### config.mk
export PLATFORM = sky130hd
export DESIGN_NAME = sp_ram_arbiter
export DESIGN_NICKNAME = d
export VERILOG_FILES = /design/src/rtl/sp_ram_arbiter.sv
export SDC_FILE = /design/constraint.sdc
export NUM_CORES = 1
export LEC_CHECK = 0
export CAP_MARGIN = 0
export CORE_AREA = 2 2 115 117
export CTS_BUF_LIST = sky130_fd_sc_hd__clkbuf_4 sky130_fd_sc_hd__clkbuf_8
export DETAILED_ROUTE_END_ITERATION = 12
export DIE_AREA = 0 0 117 119
export DONT_BUFFER_PORTS = 1
export GPL_ROUTABILITY_DRIVEN = 0
export PLACE_DENSITY = 0.5
export SLEW_MARGIN = 20
export SYNTH_ARGS = -nofsm -noshare
export SYNTH_HDL_FRONTEND = slang
export SYNTH_SLANG_ARGS = --single-unit
### constraint.sdc
create_clock -name clk -period 1.4 [get_ports clk]
set_input_delay 0.21 -clock clk [delete_from_list [all_inputs] [get_ports clk]]
set_output_delay 0.21 -clock clk [all_outputs]
set_load 0.1 [all_outputs]
### src/rtl/sp_ram_arbiter.sv
// Two-master round-robin front-end for the single-port data RAM.
// Same-cycle grant, one-cycle response, out-of-window requests answered with an error.
module sp_ram_arbiter #(
  parameter int unsigned RAM_SIZE   = 32768,
  parameter int unsigned ADDR_WIDTH = $clog2(RAM_SIZE),
  parameter int unsigned DATA_WIDTH = 32,
  parameter logic [31:0] BASE_ADDR  = 32'h0010_0000
) (
  input  logic                    clk,
  input  logic                    rstn_i,
  input  logic                    a_req_i,
  output logic                    a_gnt_o,
  output logic                    a_rvalid_o,
  input  logic [31:0]             a_addr_i,
  input  logic                    a_we_i,
  input  logic [DATA_WIDTH/8-1:0] a_be_i,
  input  logic [DATA_WIDTH-1:0]   a_wdata_i,
  output logic [DATA_WIDTH-1:0]   a_rdata_o,
  output logic                    a_err_o,
  input  logic                    b_req_i,
  output logic                    b_gnt_o,
  output logic                    b_rvalid_o,
  input  logic [31:0]             b_addr_i,
  input  logic                    b_we_i,
  input  logic [DATA_WIDTH/8-1:0] b_be_i,
  input  logic [DATA_WIDTH-1:0]   b_wdata_i,
  output logic [DATA_WIDTH-1:0]   b_rdata_o,
  output logic                    b_err_o,
  output logic                    ram_en_o,
  output logic [ADDR_WIDTH-1:0]   ram_addr_o,
  output logic                    ram_we_o,
  output logic [DATA_WIDTH/8-1:0] ram_be_o,
  output logic [DATA_WIDTH-1:0]   ram_wdata_o,
  input  logic [DATA_WIDTH-1:0]   ram_rdata_i,
  output logic                    ram_bypass_en_o
);

  localparam int unsigned BE_W = DATA_WIDTH / 8;

  typedef enum logic {PORT_A = 1'b0, PORT_B = 1'b1} port_e;

  port_e                 last_gnt_q, last_gnt_d;
  logic [1:0]            resp_vld_q, resp_vld_d;
  logic [1:0]            resp_err_q, resp_err_d;
  logic [1:0]            resp_rd_q,  resp_rd_d;
  logic [DATA_WIDTH-1:0] a_rdata_q, a_rdata_d;
  logic [DATA_WIDTH-1:0] b_rdata_q, b_rdata_d;

  logic                  a_hit, b_hit, gnt_a, gnt_b;
  logic                  sel_hit, sel_we;
  logic [DATA_WIDTH-1:0] a_resp_data, b_resp_data;

  // Window decode and round-robin grant: the port not granted last wins a tie.
  always_comb begin
    a_hit = (a_addr_i[31:ADDR_WIDTH] == BASE_ADDR[31:ADDR_WIDTH]);
    b_hit = (b_addr_i[31:ADDR_WIDTH] == BASE_ADDR[31:ADDR_WIDTH]);
    gnt_a = a_req_i && (!b_req_i || (last_gnt_q == PORT_B));
    gnt_b = b_req_i && (!a_req_i || (last_gnt_q == PORT_A));
  end

  // RAM request mux; port A drives addr/wdata whenever B is not granted.
  always_comb begin
    sel_hit         = gnt_b ? b_hit : (gnt_a && a_hit);
    sel_we          = gnt_b ? b_we_i : a_we_i;
    ram_en_o        = sel_hit;
    ram_addr_o      = gnt_b ? b_addr_i[ADDR_WIDTH-1:0] : a_addr_i[ADDR_WIDTH-1:0];
    ram_wdata_o     = gnt_b ? b_wdata_i : a_wdata_i;
    ram_we_o        = sel_hit && sel_we;
    ram_be_o        = sel_hit ? (gnt_b ? b_be_i : a_be_i) : BE_W'(0);
    ram_bypass_en_o = 1'b0;
    a_gnt_o         = gnt_a;
    b_gnt_o         = gnt_b;
  end

  // Response next-state: flag set one cycle after grant, read data latched during read responses.
  always_comb begin
    last_gnt_d  = last_gnt_q;
    resp_vld_d  = {gnt_b, gnt_a};
    resp_err_d  = {gnt_b && !b_hit, gnt_a && !a_hit};
    resp_rd_d   = {gnt_b && !b_we_i, gnt_a && !a_we_i};
    a_resp_data = resp_err_q[0] ? DATA_WIDTH'(0) : ram_rdata_i;
    b_resp_data = resp_err_q[1] ? DATA_WIDTH'(0) : ram_rdata_i;
    a_rdata_d   = a_rdata_q;
    b_rdata_d   = b_rdata_q;
    if (gnt_a) last_gnt_d = PORT_A;
    if (gnt_b) last_gnt_d = PORT_B;
    if (resp_vld_q[0] && resp_rd_q[0]) a_rdata_d = a_resp_data;
    if (resp_vld_q[1] && resp_rd_q[1]) b_rdata_d = b_resp_data;
  end

  always_ff @(posedge clk or negedge rstn_i) begin
    if (!rstn_i) begin
      last_gnt_q <= PORT_B;
      resp_vld_q <= 2'b00;
      resp_err_q <= 2'b00;
      resp_rd_q  <= 2'b00;
      a_rdata_q  <= '0;
      b_rdata_q  <= '0;
    end else begin
      last_gnt_q <= last_gnt_d;
      resp_vld_q <= resp_vld_d;
      resp_err_q <= resp_err_d;
      resp_rd_q  <= resp_rd_d;
      a_rdata_q  <= a_rdata_d;
      b_rdata_q  <= b_rdata_d;
    end
  end

  // Live RAM data during a read response, otherwise the held value.
  always_comb begin
    a_rvalid_o = resp_vld_q[0];
    b_rvalid_o = resp_vld_q[1];
    a_err_o    = resp_vld_q[0] && resp_err_q[0];
    b_err_o    = resp_vld_q[1] && resp_err_q[1];
    a_rdata_o  = (resp_vld_q[0] && resp_rd_q[0]) ? a_resp_data : a_rdata_q;
    b_rdata_o  = (resp_vld_q[1] && resp_rd_q[1]) ? b_resp_data : b_rdata_q;
  end

endmodule

## Yosys cells after proc, flatten, opt, wreduce, memory -nomap -nowiden

Index checks and enable logic that the tools add are counted.

- Latch bits: 0
- Input port bits: 174
- Word-level logic and storage cells: 42
- Flip-flop bits (word level): 71
- RAM bits: 0
- Output and inout bits: 124
- Memory bits (read-only): 0
- Memories kept: 0

- Reductions and logical operators: 21
- Muxes and demuxes: 12
- Order comparisons: 0
- Divide/modulo/power cells: 0
- Eq/ne operators: 2
- Multipliers: 0
- Bitwise gates (word level): 1
- Shift-type cells: 0
- Add/subtract/negate cells: 0

Operators by type and width:

| operator | number |
|---|---|
| $mux 32 | 5 |
| $eq 17x6->1 const B | 2 |
| $mux 15 | 1 |
| $logic_and 1x1->1 | 12 |
| $mux 4 | 2 |
| $logic_not 1->1 | 6 |
| $mux 1 | 4 |
| $logic_or 1x1->1 | 2 |
| $reduce_bool 2->1 | 1 |
| $not 1->1 | 1 |

## Longest topological paths before layout

Gate-level depths: netlist of run 1.

- Depth after elaboration: 6
- Gate-level depth with buffers: 6
- Depth with buffers taken out: 3

## Worst setup path after synthesis of run 1

OpenSTA, ideal clock, no wires.

- Path kind: register to register
- Start point: register resp_vld_q[0]
- End point: register a_rdata_q[20]
- Setup time: 0.353 ns
- Data arrival time: 3.663 ns
- Data required time: 1.047 ns
- Buffers on the path: 1
- Stages on the path, launching flop included: 4
- Setup slack: -2.616 ns
- Clock period less this slack: 4.016 ns
- Path through: dfrtp_1 -> nand2_1 -> clkbuf_1 -> o21ai_0

- Word-level cells in the longest chain between the ends: 2

RTL lines:

| element | line | text |
|---|---|---|
| start: declaration | 43 | `logic [1:0] resp_vld_q, resp_vld_d;` |
| start signal: assignment | 101 | `resp_vld_q <= resp_vld_d;` |
| $logic_and 1x1->1 | - |  |
| $mux 32 | - |  |
| named net a_rdata_o[20] | 18 | `output logic [DATA_WIDTH-1:0] a_rdata_o,` |
| end signal: assignment | 104 | `a_rdata_q <= a_rdata_d;` |
| end: declaration | 46 | `logic [DATA_WIDTH-1:0] a_rdata_q, a_rdata_d;` |

The timed path passes the listed nets, and every way through them passes these cells.
A chain may end at the register's enable or synchronous reset.

## Worst setup path in the final report of run 1

- Start point: register last_gnt_q
- End point: output ram_addr_o[1]

- Word-level cells in the longest chain between the ends: 4

RTL lines:

| element | line | text |
|---|---|---|
| start: declaration | 42 | `port_e last_gnt_q, last_gnt_d;` |
| start signal: assignment | 100 | `last_gnt_q <= last_gnt_d;` |
| $not 1->1 | 58 | `gnt_b = b_req_i && (!a_req_i \|\| (last_gnt_q == PORT_A));` |
| $logic_or 1x1->1 | 58 |  |
| $logic_and 1x1->1 | 58 |  |
| $mux 15 | 66 | `ram_addr_o = gnt_b ? b_addr_i[ADDR_WIDTH-1:0] : a_addr_i[ADDR_WIDTH-1:0];` |
| end: declaration | 30 | `output logic [ADDR_WIDTH-1:0] ram_addr_o,` |

Every way passes these cells.

==> results by stage, run 1 <==
Status:
- The run finished, with violations left.
- The checks that failed: hold timing, setup timing.

Clock network:
- The count of hold buffers inserted by post-cts repair is 4.
- The H-tree was split into 3 levels.
- TritonCTS built the clock tree.
- The number of buffers created by CTS is 9.
- Clock-pin slew was measured on the worst setup and hold paths at 0.08 ns.
- CTS saw 71 sinks.
- The CTS root buffer is clkbuf_8.
- For the worst-skew pair, the clock arrives at the later sink with an insertion delay of 0.35 ns.
- No sink is reached through more buffers than the 2 on the longest clock path.

Final layout:
- The layout filler cell count is 920.
- The fraction of final layout cells with drive strength greater than 1 is 68.2%.
- The area growth from synthesis to layout is 127%.
- Summing all non-filler instances in the final layout gives an area of 8410 sq um.
- The utilization of the core after routing is 65.3%.
- For this run, the post-layout net count is 723.

Global routing:
- The via count of the first global-routing pass came to 4018.
- The global-route total usage across every layer is 24.5%.
- Entering global routing, the biggest net connects 72 pins.
- The first global-routing pass estimated 24600 um of wire.
- The initial antenna violation count is 5.
- After global routing the overflow that remains totals 0.

Worst setup path:
- The critical path crosses 5 cells after its start point.
- STA puts the critical path data arrival time at 1.77 ns.
- STA classifies the critical path startpoint as a flop.
- The count of buffering cells on the critical path with inverters included is 3.
- The critical path is of the flop to output pin type.
- The critical path goes through a21boi_4 -> buf_12 -> buf_12 -> mux2_2 -> buf_12.
- The number of cells on the worst reg-to-reg path is 6.
- In this design, the stage delay of the slowest critical-path cell is 0.39 ns.
- The most repeated library cell on the critical path is buf_12.
- In this run the worst path has a maximum fanout of 14.
- The cell at the slowest stage of the critical path is dfstp_2.
- In this design, the largest share of critical-path delay is due to buffers and inverters.
- STA classifies the critical path endpoint as an output pin.
- The endpoint required time on the critical path is 1.19 ns.

Yosys:
- The flip-flop and latch count after synthesis is 71.
- The per-instance average area after synthesis is 9.69 sq um.
- The post-synth design cell area is 3710 sq um.
- The post-synth net total is 557.
- The number of warning messages in the yosys log is 0.
- The synthesized netlist contains 28 unique library cells.
- Sequential cells were found to cover 47.9% of the synthesized design area.
- After technology mapping, the gate count stands at 383.

Pwr:
- The worst voltage drop across the vdd grid is 782 uV.
- Summed over all cells, the static leakage comes to 3.53 nW.
- In this run the power density over the cells is 1750 nW/um^2.
- The power after layout is 14.7 mW.

Routing:
- The first detailed-routing pass ran for 4 iterations.
- The number of vias after detailed routing is 3677.
- The per-cell via count in the routed design is 5.01.
- The total wirelength of the detailed-routed design is 17000 um.
- The post-detailed-route DRC marker count is 0.
- The number of design-rule violations left by the first detailed-router iteration is 158.
- The wire length per cell after detailed routing is 23.1 um.
- Once detail routing completed, the nets flagged for antenna violations numbered 0.

Placement:
- Timing analysis after detailed placement gives a worst setup slack of -0.373 ns.
- The placed instance area is 6960 sq um.
- The HPWL after detailed placement is 11800 um.
- The total of buffers placed on input and output ports is 0.

STA:
- The minimum setup slack in the final design is -0.584 ns.
- After layout, the worst path uses 142% of the clock period.
- The final period demand of the worst path is 1.98 ns.
- The total setup violations reported at the end of the flow is 128.
- The final count of pins violating max slew is 0.
- After routing, the total negative slack on setup checks comes to -57.08 ns.
- The worst clock skew is 0.0116 ns.
- The achievable clock frequency is 504 MHz.
- Hold timing on the final database bottoms out at a slack of -0.453 ns.
- The final count of hold timing violations was 71.
- Setup repair after global routing could not meet its margin everywhere.

Floorplan:
- In this run the core area contains 42 standard-cell rows.
- The die outline height is 119 um.
- The horizontal die dimension is 117 um.
- The area of the core region is 12900 sq um.
- The floorplan die area is 13900 sq um.
- The number of primary I/O pins is 298.
- The effective utilization at floorplan is 28.8%.

Hold path:
- The class of the tightest hold or removal check is input port to asynchronous set/reset pin.

Run:
- Across the run, the number of max-cap violations was 0.
-- cell usage after synthesis (all sizes together) --
cell type | count | area share, %
and2 | 2 | 0.34
a21boi | 1 | 0.30
nor2 | 4 | 0.40
mux2 | 47 | 14
nand4 | 1 | 0.17
o21ba | 1 | 0.27
dfrtp | 70 | 47
o32ai | 6 | 1.4
nor4b | 1 | 0.24
nand2 | 73 | 7.4
clkbuf | 18 | 1.8
conb | 1 | 0.10
nor3b | 1 | 0.20
nand2b | 64 | 11
o2111ai | 5 | 1.2
nand3 | 3 | 0.40
o21a | 1 | 0.20
a21oi | 1 | 0.13
buf | 8 | 2.0
dfstp | 1 | 0.71
nor4 | 5 | 1.2
nor2b | 1 | 0.17
inv | 2 | 0.20
o21ai | 65 | 8.8
nor3 | 1 | 0.13
-- area by class of cell --
class                   count  area (sq um)  share of cell area [%]
multi-input cells         284          3200                    38.0
diodes                      4          10.0                   0.119
clock inverters             5          57.6                   0.684
inverters                   2          7.51                  0.0892
well taps                 176           220                    2.62
repair buffers            181          2990                    35.5
flip-flops and latches     71          1790                    21.2
clock buffers              11           145                    1.73
-- report_power, final --
group | leakage, nW | switching, mW | total [mW] | internal, mW
sequential | 0.889 | 0.323 | 2.89 | 2.56
combinational | 2.53 | 6.59 | 10.1 | 3.50
clock | 0.107 | 0.835 | 1.73 | 0.893
-- routing by layer --
metal	part of all wire [%]	track usage, %
met1	36	30.1
met2	52	41.0
met3	10	7.99
met4	1.1	6.10
met5	0.14	0
-- registers in the layout, summed over array words and instances (netlist names) --
signal      flops
resp_vld_q      2
b_rdata_q      32
resp_err_q      2
last_gnt_q      1
resp_rd_q       2
a_rdata_q      32
-- worst reg2reg max path, stage by stage (launching register included) --
cell	delay, ns
dfrtp_4	0.47
nand2_8	0.10
buf_12	0.17
buf_12	0.14
buf_8	0.13
o21ai_4	0.15
buf_12	0.20
-- cell families (layout without fill, tap and decap cells) --
| group | count (synthesis) | after routing | share of synthesized area, % |
|---|---|---|---|
| and+or+nand+nor | 156 | 156 | 21.5 |
| AOI/OAI and AO/OA | 80 | 80 | 12.3 |
| DFF | 71 | 71 | 47.9 |
| muxes | 47 | 47 | 14.3 |
| buffers and inverters | 28 | 199 | 4.01 |
| other | 1 | 5 | 0.101 |
-- path summary, 6_finish.rpt --
path / start / to / slack [ns]
max reg2reg: resp_vld_q[1] / b_rdata_q[23] / -0.03
max: last_gnt_q / ram_addr_o[1] / -0.58
min reg2reg: b_rdata_q[31] / b_rdata_q[31] / 0.53
min in group clk: ram_rdata_i[18] / a_rdata_q[18] / 0.04
max in group asynchronous: rstn_i / last_gnt_q / 1.65
min: rstn_i / a_rdata_q[0] / -0.45
-- cell usage in the layout (no fill, tap or decap), types with 2 or more instances in the layout --
cell             n
nand2_1         22
mux2_4          40
buf_16           4
clkinv_4         2
o2111ai_1        5
nand2_4         40
buf_4           26
buf_6           30
clkbuf_16        2
nor4_1           4
o32ai_4          6
dfrtp_1         68
nor2_1           4
and2_4           2
nand2b_4         5
mux2_2           7
buf_8            9
buf_12         106
nand2_2          9
clkbuf_8        10
dfrtp_4          2
nand2b_1        59
dlygate4sd3_1    4
o21ai_4         64
nand2_8          2
diode_2          4
clkinv_2         2
-- repair_timing --
action                                  CTS  global route
endpoints found under the setup margin  122           143
buffers inserted                         31            15
gates resized for setup                 133            46
hold endpoints to repair                 74            71
pin swaps                                51            29
cloned                                   11             2
-- stage by stage --
stage	hold WS, ns	instances
after floorplan	-0.0856	383
after detailed placement	-0.0830	661
after global placement	-0.0838	661
final	-0.453	734
after global routing	-0.486	730
after CTS	-0.472	722
Power figures use the tool's default switching activity.
==> run 2: changes to the inputs <==
- REMOVE_ABC_BUFFERS: not set -> 1
==> run 2 against run 1 <==
Effect of this change: the run still ends with hold timing, setup timing left; cell count is 4.2% higher; largest power group unchanged; clock skew grew 0.012 ns; combinational power rose by 8%; via count increased by 10%; sequential power fell by 3%.
==> results by stage, run 2 (synthesized netlist as in run 1, its figures left out) <==
Pwr:
- The areal power density over the cells is 1660 nW/um^2 (was 1750 nW/um^2).
- The leakage dissipation is 4.08 nW (was 3.53 nW).
- The worst voltage drop across the vdd grid is 734 uV (was 782 uV).

Floorplan:
- The effective utilization at floorplan came to 28.8% (unchanged).
- The number of primary I/O pins was 298 (unchanged).
- The horizontal die dimension is 117 um (unchanged).
- The die outline height is 119 um (unchanged).
- The area of the core region was 12900 sq um (unchanged).
- The floorplan die area is 13900 sq um (unchanged).
- The cell row count is 42 (unchanged).

Clock network:
- The TritonCTS clock tree is yes (unchanged).
- The maximum number of buffers from clock root to sink is 2 (unchanged).
- The CTS root buffer is clkbuf_8 (unchanged).
- The register clock-pin slew on the reported worst setup and hold paths is 0.10 ns (was 0.08 ns).
- The count of hold buffers inserted by post-cts repair is 4 (unchanged).
- The count of H-tree levels built during CTS is 3 (unchanged).
- The number of buffers created by CTS is 9 (unchanged).
- The number of sinks driven by the clock tree is 71 (unchanged).
- The insertion delay to the later sink of the worst-skew pair is 0.38 ns (was 0.35 ns).

Routing:
- The total wirelength of the detailed-routed design is 21600 um (was 17000 um).
- The number of detailed-route iterations in the first pass is 4 (unchanged).
- The per-cell via count in the routed design is 5.31 (was 5.01).
- The wire length per cell after detailed routing is 28.3 um (was 23.1 um).
- The number of vias after detailed routing was 4062 (was 3677).
- The post-detailed-route DRC marker count is 0 (unchanged).
- The number of design-rule violations left by the first detailed-router iteration is 196 (was 158).
- The count of antenna-violating nets left after detailed routing was 0 (unchanged).

STA:
- The final count of hold timing violations was 73 (was 71).
- The achievable clock frequency is 496 MHz (was 504 MHz).
- The total setup violations reported at the end of the flow is 121 (was 128).
- The measured slew at the worst slew-check pin is 0.542 ns.
- The sum of negative setup slack was -55.85 ns (was -57.08 ns).
- The minimum setup slack in the final design is -0.618 ns (was -0.584 ns).
- Unrepaired setup endpoints after global routing: true (unchanged).
- The worst-case headroom to the max-slew limit is 63.5%.
- The worst clock skew was 0.0237 ns (was 0.0116 ns).
- The worst slack on hold paths is -0.477 ns (was -0.453 ns).
- The final count of pins violating max slew came to 0 (unchanged).
- The final period demand of the worst path is 2.02 ns (was 1.98 ns).
- The post-route fraction of the period consumed by the critical path is 144% (was 142%).

Global routing:
- The layer carrying the most global-route usage is met2 (unchanged).
- The global-route congestion overflow total is 0 (unchanged).
- The routing usage on met3 was 13.6% (was 7.99%).
- The largest net degree at the start of global routing is 72 (unchanged).
- The initial antenna violation count is 2 (was 5).
- The global-route total usage across every layer is 29.8% (was 24.5%).
- The via count of the first global-routing pass is 4485 (was 4018).
- The global-route wire length before repair came to 29400 um (was 24600 um).
- The met2 usage is 50.9% (was 41.0%).
- The global-route met1 utilization is 31.6% (was 30.1%).

Worst setup path:
- Cell breakdown of the critical path: a21boi_4 -> buf_8 -> clkbuf_16 -> mux2_4 -> buf_12 (was a21boi_4 -> buf_12 -> buf_12 -> mux2_2 -> buf_12).
- The endpoint kind of the worst setup timing path is an output pin (unchanged).
- The critical path start-end classification was flop to output pin (unchanged).
- The arrival time at the worst endpoint is 1.81 ns (was 1.77 ns).
- The sort of element at the start of the critical path is a flop (unchanged).
- The endpoint required time on the critical path is 1.19 ns (about the same).
- The largest fanout on the critical path is 5 (was 14).
- The cell at the slowest stage of the critical path is dfstp_2 (unchanged).
- The reg-to-reg setup timing slack is 0.02 ns (was -0.03 ns).
- The depth of the worst register-to-register path was 6 (unchanged).
- The maximum single-stage delay on the critical path was 0.56 ns (was 0.39 ns).

Final layout:
- The layout overhead on the synthesized area came to 152% (was 127%).
- Highest-count cells in the layout ignoring fill and taps: buf_12, dfrtp_1, nand2b_4, o21ai_4, nand2_1 (was buf_12, dfrtp_1, o21ai_4).
- The most frequent standard cell in the layout excluding fill and tap cells is buf_12 (unchanged).
- The fraction of final layout cells with drive strength greater than 1 is 75.9% (was 68.2%).
- The final net count is 757 (was 723).
- The final cell count without fillers is 765 (was 734).
- The utilization of the core after routing was 72.6% (was 65.3%).
- The layout filler cell count was 791 (was 920).
- Regs by FF count: a_rdata_q: 32 flops, b_rdata_q: 32 flops (unchanged).
- The finished layout cell area is 9350 sq um (was 8410 sq um).

Placement:
- The placed instance area came to 6810 sq um (was 6960 sq um).
- The detailed placement HPWL is 12600 um (was 11800 um).
- The worst setup timing slack at the placement stage was -0.227 ns (was -0.373 ns).
- The total of buffers placed on input and output ports is 0 (unchanged).
- The placed instance count is 677 (was 661).

Run:
- The number of max-capacitance violations reported is 0 (unchanged).

Hold path:
- The class of the tightest hold or removal check is input port to asynchronous set/reset pin (unchanged).

Status:
- Outcome: finished with violations (unchanged).
- Failing checks: hold timing, setup timing (unchanged).
-- run 2: worst max-delay path: cells and delay by family (launching register included) --
kind,cells,cell delay [ns]
buf+inv,3,0.49
flops,1,0.56
mux,1,0.32
compound gates,1,0.08
-- run 2: power by group --
group / leakage [nW] / total (mW) / internal, mW / switching [mW]
combinational: 3.09 / 10.9 / 4.09 / 6.83
sequential: 0.888 / 2.80 / 2.56 / 0.239
clock: 0.105 / 1.79 / 0.918 / 0.871
total: 4.08 / 15.5 / 7.56 / 7.94
-- run 2: what timing repair did --
item                                    CTS  global route
buffers inserted                         37            16
endpoints found under the setup margin  121           139
gates cloned                             16             8
hold endpoints to repair                 79            74
resized for setup                       187            83
pin swaps                                70            71
-- run 2: path summary, 6_finish.rpt --
path / from / to
setup / recovery: last_gnt_q / ram_wdata_o[9]
hold / removal: rstn_i / a_rdata_q[17]
setup reg to reg: last_gnt_q / resp_rd_q[1]
hold reg to reg: a_rdata_q[26] / a_rdata_q[26]
max in group asynchronous: rstn_i / last_gnt_q
min in group clk: ram_rdata_i[3] / a_rdata_q[3]
-- run 2: per-stage QoR --
stage,hold slack [ns],total power [mW]
after floorplan,-0.0856,8.35
after global placement,-0.0837,11.9
after detailed placement,-0.0835,12.0
after CTS,-0.494,15.1
after global routing,-0.514,15.9
final,-0.477,15.5
-- run 2: area by class of cell --
| class | count | area [sq um] | share of cell area (%) |
|---|---|---|---|
| well taps | 176 | 220 | 2.36 |
| clock buffers | 11 | 151 | 1.62 |
| clock inverters | 5 | 56.3 | 0.602 |
| diodes | 1 | 2.50 | 0.0268 |
| inverters | 2 | 10.0 | 0.107 |
| flip-flops and latches | 71 | 1780 | 19.1 |
| repair buffers | 215 | 3680 | 39.3 |
| multi-input cells | 284 | 3450 | 36.9 |
-- run 2: metal layers --
metal  wire (um)  up-vias
met5          13        -
met4         680        2
met3        2350       51
met2       11300      200
met1        7320     2075
li1            -     1734
